## src/rtl/mux_n_to_1_arb.sv

```systemverilog
// CH-to-1 multiplexer with fixed-select or round-robin arbitration feeding
// a single registered output word with valid/ready handshaking.
module mux_n_to_1_arb #(
    parameter  int unsigned n  = 5,
    parameter  int unsigned CH = 4,
    localparam int unsigned SW = (CH > 1) ? $clog2(CH) : 1
) (
    input  logic            clk,
    input  logic            rst_n,
    input  logic [CH*n-1:0] in_data,
    input  logic [CH-1:0]   in_valid,
    output logic [CH-1:0]   in_ready,
    input  logic [SW-1:0]   sel,
    input  logic            mode,
    output logic [n-1:0]    out_data,
    output logic [SW-1:0]   out_ch,
    output logic            out_valid,
    input  logic            out_ready
);

    logic [n-1:0]  out_data_q,  out_data_d;
    logic [SW-1:0] out_ch_q,    out_ch_d;
    logic          out_valid_q, out_valid_d;
    logic [SW-1:0] last_q,      last_d;

    logic          load_en;
    logic          found;
    logic          grant;
    logic [SW-1:0] gnt_idx;
    logic [SW-1:0] rr_idx;
    logic [n-1:0]  gnt_data;

    assign load_en = !out_valid_q || out_ready;

    always_comb begin
        found    = 1'b0;
        gnt_idx  = '0;
        rr_idx   = '0;
        gnt_data = '0;
        in_ready = '0;
        if (!mode) begin
            // sel values of CH or above never match a channel, so they never grant
            for (int unsigned i = 0; i < CH; i++) begin
                if (32'(sel) == i && in_valid[i]) begin
                    found   = 1'b1;
                    gnt_idx = SW'(i);
                end
            end
        end else begin
            for (int unsigned k = 1; k <= CH; k++) begin
                rr_idx = SW'((32'(last_q) + k) % CH);
                if (!found && in_valid[rr_idx]) begin
                    found   = 1'b1;
                    gnt_idx = rr_idx;
                end
            end
        end
        grant = found && load_en && rst_n;
        if (grant) begin
            in_ready[gnt_idx] = 1'b1;
        end
        for (int unsigned i = 0; i < CH; i++) begin
            if (gnt_idx == SW'(i)) begin
                gnt_data = in_data[i*n +: n];
            end
        end
    end

    always_comb begin
        out_data_d  = out_data_q;
        out_ch_d    = out_ch_q;
        out_valid_d = out_valid_q;
        last_d      = last_q;
        if (grant) begin
            out_data_d  = gnt_data;
            out_ch_d    = gnt_idx;
            out_valid_d = 1'b1;
            last_d      = gnt_idx;
        end else if (out_ready) begin
            out_valid_d = 1'b0;
        end
    end

    always_ff @(posedge clk or negedge rst_n) begin
        if (!rst_n) begin
            out_data_q  <= '0;
            out_ch_q    <= '0;
            out_valid_q <= 1'b0;
            last_q      <= SW'(CH - 1);
        end else begin
            out_data_q  <= out_data_d;
            out_ch_q    <= out_ch_d;
            out_valid_q <= out_valid_d;
            last_q      <= last_d;
        end
    end

    assign out_data  = out_data_q;
    assign out_ch    = out_ch_q;
    assign out_valid = out_valid_q;

endmodule

```

## config.mk

```make
export PLATFORM = sky130hd
export DESIGN_NAME = mux_n_to_1_arb
export DESIGN_NICKNAME = d
export VERILOG_FILES = /design/src/rtl/mux_n_to_1_arb.sv
export SDC_FILE = /design/constraint.sdc
export NUM_CORES = 1
export LEC_CHECK = 0
export ABC_AREA = 1
export ABC_CLOCK_PERIOD_IN_PS = 5600
export BUFFER_PORTS_ARGS = -buffer_cell sky130_fd_sc_hd__buf_2
export CORE_MARGIN = 5
export CORE_UTILIZATION = 52
export DETAILED_ROUTE_END_ITERATION = 10
export HOLD_SLACK_MARGIN = 0.1
export PLACE_DENSITY_LB_ADDON = 0.08
export SLEW_MARGIN = 20
export SYNTH_ARGS = -nofsm -noshare
export SYNTH_HDL_FRONTEND = slang
export SYNTH_SLANG_ARGS = --single-unit
```

## constraint.sdc

```tcl
create_clock -name clk -period 5.6 [get_ports clk]
set_input_delay 0.56 -clock clk [delete_from_list [all_inputs] [get_ports clk]]
set_output_delay 0.56 -clock clk [all_outputs]
set_load 0.01 [all_outputs]
```

==> summary.log, run 1 <==
INFO  die            floorplan.core_area=1942µm²
INFO  hold_path      min-delay-path-class=in2async
INFO  sta            max_slew_margin=0.7791
INFO  die            die_x=54.72µm
INFO  sta            count_of_final_hold_check_violations=0
INFO  yosys          synth_cell_type_count=26
INFO  finish         finalNonFillerCells=216
INFO  yosys          library_cell_occupying_the_most_area_in_the_post_synthesis_netlist=dfrtp_1
INFO  setup_path     worstPathBufferInverterCount=4
INFO  finish         final_net_count=220
INFO  power          vdd_ir_drop_max=0.3605mV
INFO  die            die-area=2994µm²
INFO  finish         highest_count_cells_in_the_layout_ignoring_fill_and_taps=53 x nand2_1, 41 x buf_2, 11 x nand2_2
INFO  flow_run       max_cap_violations=0
INFO  global_route   grtUsageTotal=0.1905
INFO  finish         most_common_cell_after_layout_fill_and_taps_aside=nand2_1
INFO  clock_tree     clkSlewWorstSetupHoldPaths=0.06ns
INFO  clock_tree     tritoncts_clock_tree=done
INFO  placement      hpwlAfterDp=2.150mm
INFO  yosys          sequential_element_share_of_the_synthesized_area=0.2431
INFO  yosys          synth_top_area_share=0.1925
INFO  setup_path     regToRegSetupSlack=3.43ns
INFO  global_route   grt_start_max_net_pins=19
INFO  sta            finalWorstPathRequiredPeriod=2.891ns
INFO  setup_path     timing.critical_path.fanout_max=17
INFO  setup_path     path_common_cell=nand2_1
INFO  clock_tree     cts_post_setup_buffers_inserted=0
INFO  die            initial_core_util=0.5354
INFO  yosys          post_synth_inst_count=147
INFO  finish         antenna_cells_inserted=0
INFO  yosys          post_synth_main_area_contributors=dfrtp_1 19%, nand2_1 19%, nand3_2 8.7%, nand2_2 6.6%, dfstp_2 5.1%
INFO  setup_path     cp.arrival=2.33ns
INFO  power          cellPowerDensity=499.8nW/µm²
INFO  routing        drt_iter0_drc=28
INFO  setup_path     delay_of_the_slowest_cell_on_the_worst_path=0.63ns
INFO  global_route   grt_first_pass_wirelength=4.188mm
INFO  routing        drt_wl_total=2.553mm
INFO  power          total_leakage_power=0.7123nW
INFO  clock_tree     tritoncts_num_sinks=10
INFO  setup_path     required_time_of_the_worst_setup_path=5.04ns
INFO  setup_path     critPathLaunchType=flip-flop
INFO  sta            timing.fmax=346.0MHz
INFO  placement      rd_place_congestion=0.8610
INFO  setup_path     cpMaxStageDelayCell=dfstp_2
INFO  sta            final_max_slew_viol_count=0
INFO  routing        detail_route.drc_violations=0
INFO  global_route   grt_overflow=0
INFO  clock_tree     max-clock-path-buffers=2
INFO  yosys          avgSynthCellArea=7.073µm²
INFO  clock_tree     post_cts.resized_instances=0
INFO  finish         area_growth_syn_to_layout=21.42%
INFO  yosys          synthesis.area=1040µm²
INFO  clock_tree     cts-buffers-inserted=3
INFO  routing        wl_per_cell=11.82µm
INFO  sta            timing.setup.tns=0ns
INFO  global_route   grt_antenna_before_repair=0
INFO  global_route   number_of_global_route_vias_before_repair=1031
INFO  sta            final_min_period_over_clock_period=0.5162
INFO  finish         n_fill_cell=172
INFO  routing        vias=1112
INFO  yosys          synth_fp_nets=177
INFO  yosys          synth_warnings=0
INFO  run_status     run_status=finished, final reports clean
INFO  routing        antenna_left=0
INFO  setup_path     worstSetupEndpointType=primary output
INFO  placement      place_ws=2.953ns
INFO  sta            worstMarginPinSlew=0.3302ns
INFO  setup_path     cpLargestDelayFamily=simple AND/OR/NAND/NOR gates
INFO  sta            final-setup-viol-count=0
INFO  clock_tree     post_cts_hold_buffer_count=0
INFO  routing        drt-pass1-iter-count=4
INFO  yosys          ys_ff_latch=10
INFO  die            rows=16
INFO  clock_tree     cts_root_buffer=clkbuf_4
INFO  die            io_pins=42
INFO  setup_path     cp_cell_sequence=inv_6, nand2_1, nand2_2, nand2_1, nand2_2, inv_1, nand4_1, nand2_1, nand2_2, inv_2, nand2_1, nor2_1, buf_2
INFO  setup_path     criticalPathCategory=reg2out
INFO  sta            rsz0062_at_grt=no
INFO  sta            finalClockSkew=0.003867ns
INFO  clock_tree     clk_latency=0.26ns
INFO  finish         layout-drive-gt1-share=0.4180
INFO  routing        via_per_inst=5.148
INFO  sta            setup_slack=2.709ns
INFO  die            die_y=54.72µm
INFO  placement      numPlacedInstances=212
INFO  placement      port_buffers=41
INFO  clock_tree     cts-htree-levels=1
-- synthesized netlist by cell type, drive strengths merged --
master and instances:
nand4 7, nand3 18, clkinv 1, nor2 8, dfstp 2, nand2 68, a21oi 1, nand3b 6
o21bai 5, o21ai 3, nor3 1, buf 3, o31ai 1, inv 13, o211ai 1, o221a 1
dfrtp 8
-- per-stage QoR --
stage	hold WS [ns]	area (µm²)	utilization	power, mW
finish	0.1475	1262	0.6501	0.6310
floorplan	0.2644	1040	-	0.5095
CTS	0.1390	1262	0.6501	0.6371
detailed placement	0.4253	1236	0.6366	0.5838
global placement	0.4229	1236	0.6366	0.5735
global route	0.1541	1262	0.6501	0.6976
-- kinds of logic after synthesis --
group | Yosys count | synth area share
AO/OA/AOI/OAI | 12 | 0.09145
buffers and inverters | 17 | 0.09627
flip-flops | 10 | 0.2431
AND/OR/NAND/NOR | 108 | 0.5692
-- metal layers --
metal  vias up  GRT usage  routed length, µm
met5         -          0                  0
met4         0    0.09959                 35
met3         8    0.02725                222
met2        52     0.2972               1139
met1       484     0.2517               1155
li1        568          -                  -
-- power by group --
| part | internal [mW] | switching [mW] | total [mW] |
|---|---|---|---|
| registers | 0.111 | 0.0304 | 0.141 |
| logic | 0.156 | 0.285 | 0.441 |
| clock network | 0.0274 | 0.0213 | 0.0486 |
-- state kept, by name, indices dropped and copies added, names as in the netlist --
name	flops
out_data	5
last_q	2
out_ch	2
out_valid	1
-- final cells by class --
class / instances / area [µm²] / area share
clock buffer: 4 / 26.28 / 0.02081
sequential: 10 / 252.7 / 0.2002
multi-input combinational: 120 / 686.9 / 0.5441
timing repair buffer: 41 / 205.2 / 0.1625
inverter: 14 / 57.56 / 0.04559
tap: 27 / 33.78 / 0.02676
-- path summary, 6_finish.rpt --
path,startpoint,to,cells past startpoint
min,rst_n,out_data[1]$_DFFE_PN0P_,1
max,last_q[0]$_DFFE_PN1P_,in_ready[2],13
min reg2reg,out_data[1]$_DFFE_PN0P_,out_data[1]$_DFFE_PN0P_,2
max reg2reg,last_q[0]$_DFFE_PN1P_,out_data[2]$_DFFE_PN0P_,15
min in group clk,out_data[1]$_DFFE_PN0P_,out_data[1]$_DFFE_PN0P_,2
max in group asynchronous,rst_n,last_q[1]$_DFFE_PN1P_,1
No activity file was read; power rests on OpenSTA's default activity.
==> run 2, diff against run 1 <==
- ABC_CLOCK_PERIOD_IN_PS: 5600 -> 2900
- CORE_UTILIZATION: 52 -> 48
- clock period: 5.6 -> 2.9 ns (I/O delays scaled with it)
==> run 2 against run 1 <==
  * Largest cell class unchanged
  * Power up 96%
  * Critical path depth unchanged
  * Via count down 3.5%
  * Non-clock buffer count up 1
  * Highest routed layer unchanged
  * Sequential share of layout area down 0.31 points
  * Critical endpoint unchanged
  * Final cell count up 0.46%
==> summary.log, run 2 (same netlist as run 1, synthesis figures left out) <==
INFO  run_status     run_status=finished, final reports clean
INFO  clock_tree     tritoncts_clock_tree=done
INFO  routing        detail_route.drc_violations=0
INFO  sta            final-setup-viol-count=0
INFO  die            io_pins=42
INFO  placement      place_ws=0.5661ns
INFO  sta            timing.setup.tns=0ns
INFO  setup_path     critPathLaunchType=flip-flop
INFO  finish         n_fill_cell=201
INFO  sta            setup_slack=0.2622ns
INFO  global_route   grt_overflow=0
INFO  global_route   grt_start_max_net_pins=19
INFO  placement      hpwlAfterDp=2.122mm
INFO  setup_path     criticalPathCategory=reg2out
INFO  clock_tree     post_cts.resized_instances=0
INFO  finish         final_net_count=221
INFO  power          cellPowerDensity=964.6nW/µm²
INFO  sta            max_slew_margin=0.7808
INFO  sta            finalClockSkew=0.0002530ns
INFO  clock_tree     max-clock-path-buffers=2
INFO  die            rows=16
INFO  finish         finish.utilization=0.6343
INFO  die            die_x=56.54µm
INFO  setup_path     timing.critical_path.fanout_max=17
INFO  finish         most_common_cell_after_layout_fill_and_taps_aside=nand2_1
INFO  setup_path     required_time_of_the_worst_setup_path=2.61ns
INFO  finish         highest_count_cells_in_the_layout_ignoring_fill_and_taps=53 x nand2_1, 41 x buf_2, 11 x nand2_2
INFO  setup_path     delay_of_the_slowest_cell_on_the_worst_path=0.63ns
INFO  die            die-area=3197µm²
INFO  setup_path     cp.arrival=2.35ns
INFO  power          report.power.total=1.237mW
INFO  clock_tree     cts-htree-levels=1
INFO  sta            hold_ws=0.2230ns
INFO  clock_tree     clk_latency=0.26ns
INFO  clock_tree     cts-buffers-inserted=3
INFO  die            initial_core_util=0.5142
INFO  setup_path     cpMaxStageDelayCell=dfstp_2
INFO  finish         area_growth_syn_to_layout=23.35%
INFO  finish         layout-drive-gt1-share=0.4211
INFO  hold_path      min-delay-path-class=in2reg
INFO  power          vdd_ir_drop_max=0.5552mV
INFO  die            floorplan.core_area=2022µm²
INFO  clock_tree     cts_root_buffer=clkbuf_4
INFO  setup_path     regToRegSetupSlack=0.77ns
INFO  setup_path     cp_cell_sequence=inv_6, nand2_2, nand2_2, nand2_1, nand2_1, nor2_4, nand4_1, nand2_1, nand2_2, inv_2, nand2_1, nor2_1, buf_2
INFO  routing        drt_wl_total=2.550mm
INFO  finish         multi_input_area=686.9µm²
INFO  setup_path     worstPathBufferInverterCount=3
INFO  routing        drt_iter0_drc=27
INFO  sta            timing.fmax=379.1MHz
INFO  clock_tree     tritoncts_num_sinks=10
INFO  finish         antenna_cells_inserted=0
INFO  power          total_leakage_power=0.7224nW
INFO  sta            finalWorstPathRequiredPeriod=2.638ns
INFO  sta            rsz0062_at_grt=no
INFO  setup_path     worstSetupEndpointType=primary output
INFO  global_route   grt_first_pass_wirelength=4.284mm
INFO  flow_run       max_cap_violations=0
INFO  die            die_y=56.54µm
INFO  global_route   number_of_global_route_vias_before_repair=981
INFO  routing        vias=1073
INFO  routing        via_per_inst=4.945
INFO  finish         largest_register_ffs=5
INFO  clock_tree     clkSlewWorstSetupHoldPaths=0.07ns
INFO  setup_path     cpLargestDelayFamily=simple AND/OR/NAND/NOR gates
INFO  sta            final_min_period_over_clock_period=0.9096
INFO  global_route   grtUsageTotal=0.1635
INFO  finish         layout.area.seq=252.7µm²
INFO  routing        wl_per_cell=11.75µm
INFO  routing        antenna_left=0
INFO  sta            final_max_slew_viol_count=0
INFO  routing        drt-pass1-iter-count=4
INFO  sta            worstMarginPinSlew=0.3277ns
INFO  global_route   grt_antenna_before_repair=0
INFO  sta            count_of_final_hold_check_violations=0
INFO  setup_path     path_common_cell=nand2_1
INFO  placement      port_buffers=41
INFO  placement      rd_place_congestion=0.8457
## run 2: layout make-up
cell class                      count  area share
Multi-Input combinational cell    120      0.5356
Sequential cell                    10      0.1971
Timing Repair Buffer               42      0.1678
Inverter                           14     0.04488
Clock buffer                        4     0.02829
Tap cell                           27     0.02634
## run 2: stage by stage
step / cell area (µm²) / cells
5_1_grt: 1282 / 217
3_5_place_dp: 1236 / 212
4_1_cts: 1282 / 217
2_1_floorplan: 1040 / 147
6_report: 1282 / 217
3_3_place_gp: 1236 / 212
## run 2: final timing paths
check,startpoint,to,cells past startpoint
max,last_q[0]$_DFFE_PN1P_,in_ready[2],13
min reg2reg,out_data[0]$_DFFE_PN0P_,out_data[0]$_DFFE_PN0P_,2
max in group asynchronous,rst_n,last_q[0]$_DFFE_PN1P_,2
max reg2reg,last_q[0]$_DFFE_PN1P_,out_data[4]$_DFFE_PN0P_,15
min,out_ready,out_valid$_DFFE_PN0P_,2
min in group asynchronous,rst_n,out_data[1]$_DFFE_PN0P_,2
## run 2: routing by layer
layer | share of wire | global-route usage | vias to the layer above
met1 | 0.50 | 0.2385 | 478
li1 | - | - | 566
met4 | 0.0098 | 0.05085 | 0
met3 | 0.045 | 0.01835 | 5
met2 | 0.45 | 0.2492 | 24
met5 | 0 | 0 | -
## run 2: repair_timing
item | 4_1_cts | 5_1_grt
buffers inserted | 0 | 0
hold endpoints to repair | 8 | 0
hold buffers | 1 | 0
endpoints found under the setup margin | 0 | 0
## run 2: power breakdown
group	internal, mW	switching (mW)
sequential	0.213	0.0538
combinational	0.302	0.541
clock	0.0763	0.0503
==> run 3, diff against run 2 <==
- ABC_AREA: 1 -> 0
- CORE_UTILIZATION: 48 -> 46
==> run 3 against run 2 <==
  * Power decreased by 47%
  * Largest power group unchanged
  * Final cell count fell by 24%
  * Clock skew about the same
  * Sequential share of layout area is 1.9 points higher
  * Highest routed layer unchanged
  * Critical path type unchanged
==> summary.log, run 3 <==
INFO  sta            final-setup-viol-count=0
INFO  yosys          post_synth_inst_count=97
INFO  sta            timing.setup.tns=0ns
INFO  yosys          number_of_synthesized_flops_with_an_enable_pin=0
INFO  power          vdd_ir_drop_max=0.4001mV
INFO  setup_path     cp.arrival=2.24ns
INFO  sta            count_of_final_hold_check_violations=0
INFO  setup_path     regToRegStartpoint=last_q[1]$_DFFE_PN1P_
INFO  setup_path     regToRegSetupSlack=0.74ns
INFO  setup_path     timing.critical_path.fanout_max=15
INFO  power          total_leakage_power=0.5265nW
INFO  placement      hpwlAfterDp=1.838mm
INFO  yosys          synthMostInstantiatedCell=nand2_1
INFO  sta            worstMarginPinSlew=0.5342ns
INFO  finish         highest_count_cells_in_the_layout_ignoring_fill_and_taps=41 x buf_2, 12 x nand2_1, 8 x dfrtp_1
INFO  global_route   grt_antenna_before_repair=0
INFO  routing        antenna_left=0
INFO  global_route   grt_start_max_net_pins=16
INFO  clock_tree     cts-buffers-inserted=3
INFO  clock_tree     cts_post_setup_buffers_inserted=0
INFO  die            die-area=3023µm²
INFO  setup_path     timing.critical_path.to=in_ready[1]
INFO  setup_path     capture_instance_of_the_worst_register_to_register_path=out_data[3]$_DFFE_PN0P_
INFO  yosys          synth_cell_type_count=35
INFO  yosys          dominantRegCellSynth=dfrtp_1
INFO  finish         finish.utilization=0.6018
INFO  global_route   globalRouteMet3Util=0.03217
INFO  placement      port_buffers=41
INFO  global_route   grt_util_met2=0.2579
INFO  clock_tree     clkSlewWorstSetupHoldPaths=0.06ns
INFO  global_route   grtUsageTotal=0.1684
INFO  sta            rsz0062_at_grt=no
INFO  clock_tree     cts_root_buffer=clkbuf_4
INFO  setup_path     worstSetupEndpointType=primary output
INFO  clock_tree     clk_latency=0.27ns
INFO  clock_tree     max-clock-path-buffers=2
INFO  yosys          synth_top_area_share=0.2151
INFO  yosys          sequential_element_share_of_the_synthesized_area=0.2715
INFO  setup_path     critPathLaunchType=flip-flop
INFO  clock_tree     tritoncts_num_sinks=10
INFO  global_route   grt-busiest-layer=met2
INFO  die            initial_core_util=0.4794
INFO  global_route   grt_overflow=0
INFO  finish         final_net_count=168
INFO  sta            finalClockSkew=0.0006370ns
INFO  run_status     run_status=finished, final reports clean
INFO  finish         largest_register_ffs=5
INFO  routing        detail_route.drc_violations=0
INFO  placement      numPlacedInstances=159
INFO  routing        drt-pass1-iter-count=4
INFO  placement      rd_place_congestion=0.8519
INFO  yosys          synthesis.area=930.9µm²
INFO  yosys          ys_ff_latch=10
INFO  setup_path     cp-startpoint=last_q[1]$_DFFE_PN1P_
INFO  global_route   number_of_global_route_vias_before_repair=810
INFO  routing        vias=865
INFO  finish         stdcell_area=1169µm²
INFO  flow_run       max_cap_violations=0
INFO  clock_tree     tritoncts_clock_tree=done
INFO  sta            hold_ws=0.2902ns
INFO  yosys          synth_fp_nets=127
INFO  global_route   grt_first_pass_wirelength=3.553mm
INFO  routing        wl_per_cell=14.05µm
INFO  sta            final_min_period_over_clock_period=0.8731
INFO  clock_tree     post_cts.resized_instances=0
INFO  yosys          synth_async_sr_flop_share=1.000
INFO  clock_tree     cts-htree-levels=1
INFO  yosys          post_synth_main_area_contributors=dfrtp_1 22%, a211oi_2 8.1%, mux2i_1 6.5%, a211oi_1 5.6%, dfstp_2 5.6%
INFO  routing        drt_iter0_drc=28
INFO  die            die_y=54.99µm
INFO  hold_path      min-delay-path-class=in2reg
INFO  sta            finalWorstPathRequiredPeriod=2.532ns
INFO  finish         area_growth_syn_to_layout=25.54%
INFO  global_route   met1_track_utilization_from_global_routing=0.2145
INFO  die            io_pins=42
INFO  die            floorplan.core_area=1942µm²
INFO  routing        via_per_inst=5.274
INFO  yosys          avgSynthCellArea=9.597µm²
INFO  sta            max_slew_margin=0.6438
INFO  yosys          library_cell_occupying_the_most_area_in_the_post_synthesis_netlist=dfrtp_1
INFO  finish         most_common_cell_after_layout_fill_and_taps_aside=buf_2
INFO  die            die_x=54.99µm
INFO  routing        drt_wl_total=2.304mm
INFO  yosys          ys_top_cells_by_count=12 x nand2_1, 8 x dfrtp_1, 7 x a211oi_1
INFO  sta            final_max_slew_viol_count=0
INFO  finish         layout-drive-gt1-share=0.5036
INFO  finish         finalNonFillerCells=164
INFO  sta            timing.fmax=394.9MHz
INFO  placement      placed_cell_area=1122µm²
INFO  power          cellPowerDensity=563.6nW/µm²
INFO  setup_path     r2r.worst_path.cells=6
INFO  finish         antenna_cells_inserted=0
INFO  setup_path     required_time_of_the_worst_setup_path=2.61ns
INFO  setup_path     criticalPathCategory=reg2out
INFO  yosys          synth_warnings=0
INFO  die            rows=16
==> run 3: metal layers <==
metal | vias up | wire (µm)
li1 | 439 | -
met1 | 391 | 998
met2 | 30 | 1085
met3 | 5 | 161
met4 | 0 | 57
met5 | - | 0
==> run 3: final cells by class <==
cell class | instances | area (µm²)
fillers | 181 | 773.2
multi-input cells | 76 | 608.1
flip-flops and latches | 10 | 252.7
repair buffers | 43 | 222.7
clock buffers | 4 | 36.28
well taps | 27 | 33.78
inverters | 4 | 15.01
==> run 3: cell families (layout without fill, tap and decap cells) <==
family,Yosys count,in the layout,share of synthesized area
AOI/OAI and AO/OA,27,27,0.2728
buffers and inverters,11,51,0.07526
DFF,10,10,0.2715
muxes,9,9,0.1169
and+or+nand+nor,40,40,0.2634
==> run 3: through the flow <==
step	power [mW]	setup WS (ns)
floorplan	0.4515	0.8020
global placement	0.5272	0.7030
detailed placement	0.5343	0.6756
CTS	0.6663	0.3675
global route	0.7063	0.2162
finish	0.6586	0.3680
==> run 3: worst max-delay path, cell delays in order (launching register included) <==
cell and delay (ns):
dfstp_2 0.64, nand2b_1 0.15, nand3b_1 0.09, a21oi_2 0.26, or2_1 0.49, nor2b_1 0.19
buf_2 0.14
==> run 3: worst min path at each step <==
stage	cells after the start	to	slack [ns]	startpoint
after floorplan	0	out_ch[0]$_DFFE_PN0P_	-0.006	rst_n
after global placement	1	out_data[0]$_DFFE_PN0P_	0.16	rst_n
after detailed placement	1	out_data[0]$_DFFE_PN0P_	0.16	rst_n
after CTS	3	out_valid$_DFFE_PN0P_	0.29	out_ready
after global routing	3	out_valid$_DFFE_PN0P_	0.31	out_ready
final	3	out_valid$_DFFE_PN0P_	0.29	out_ready
==> run 3: timing repair <==
| item | CTS | global route |
|---|---|---|
| setup endpoints to repair | 0 | 0 |
| hold buffers | 1 | 0 |
| hold endpoints to repair | 8 | 0 |
==> run 3: power breakdown <==
part | internal [mW] | leakage (nW) | switching [mW]
logic | 0.141 | 0.392 | 0.155
registers | 0.190 | 0.114 | 0.0457
clock network | 0.0764 | 0.0210 | 0.0498
total | 0.408 | 0.526 | 0.251
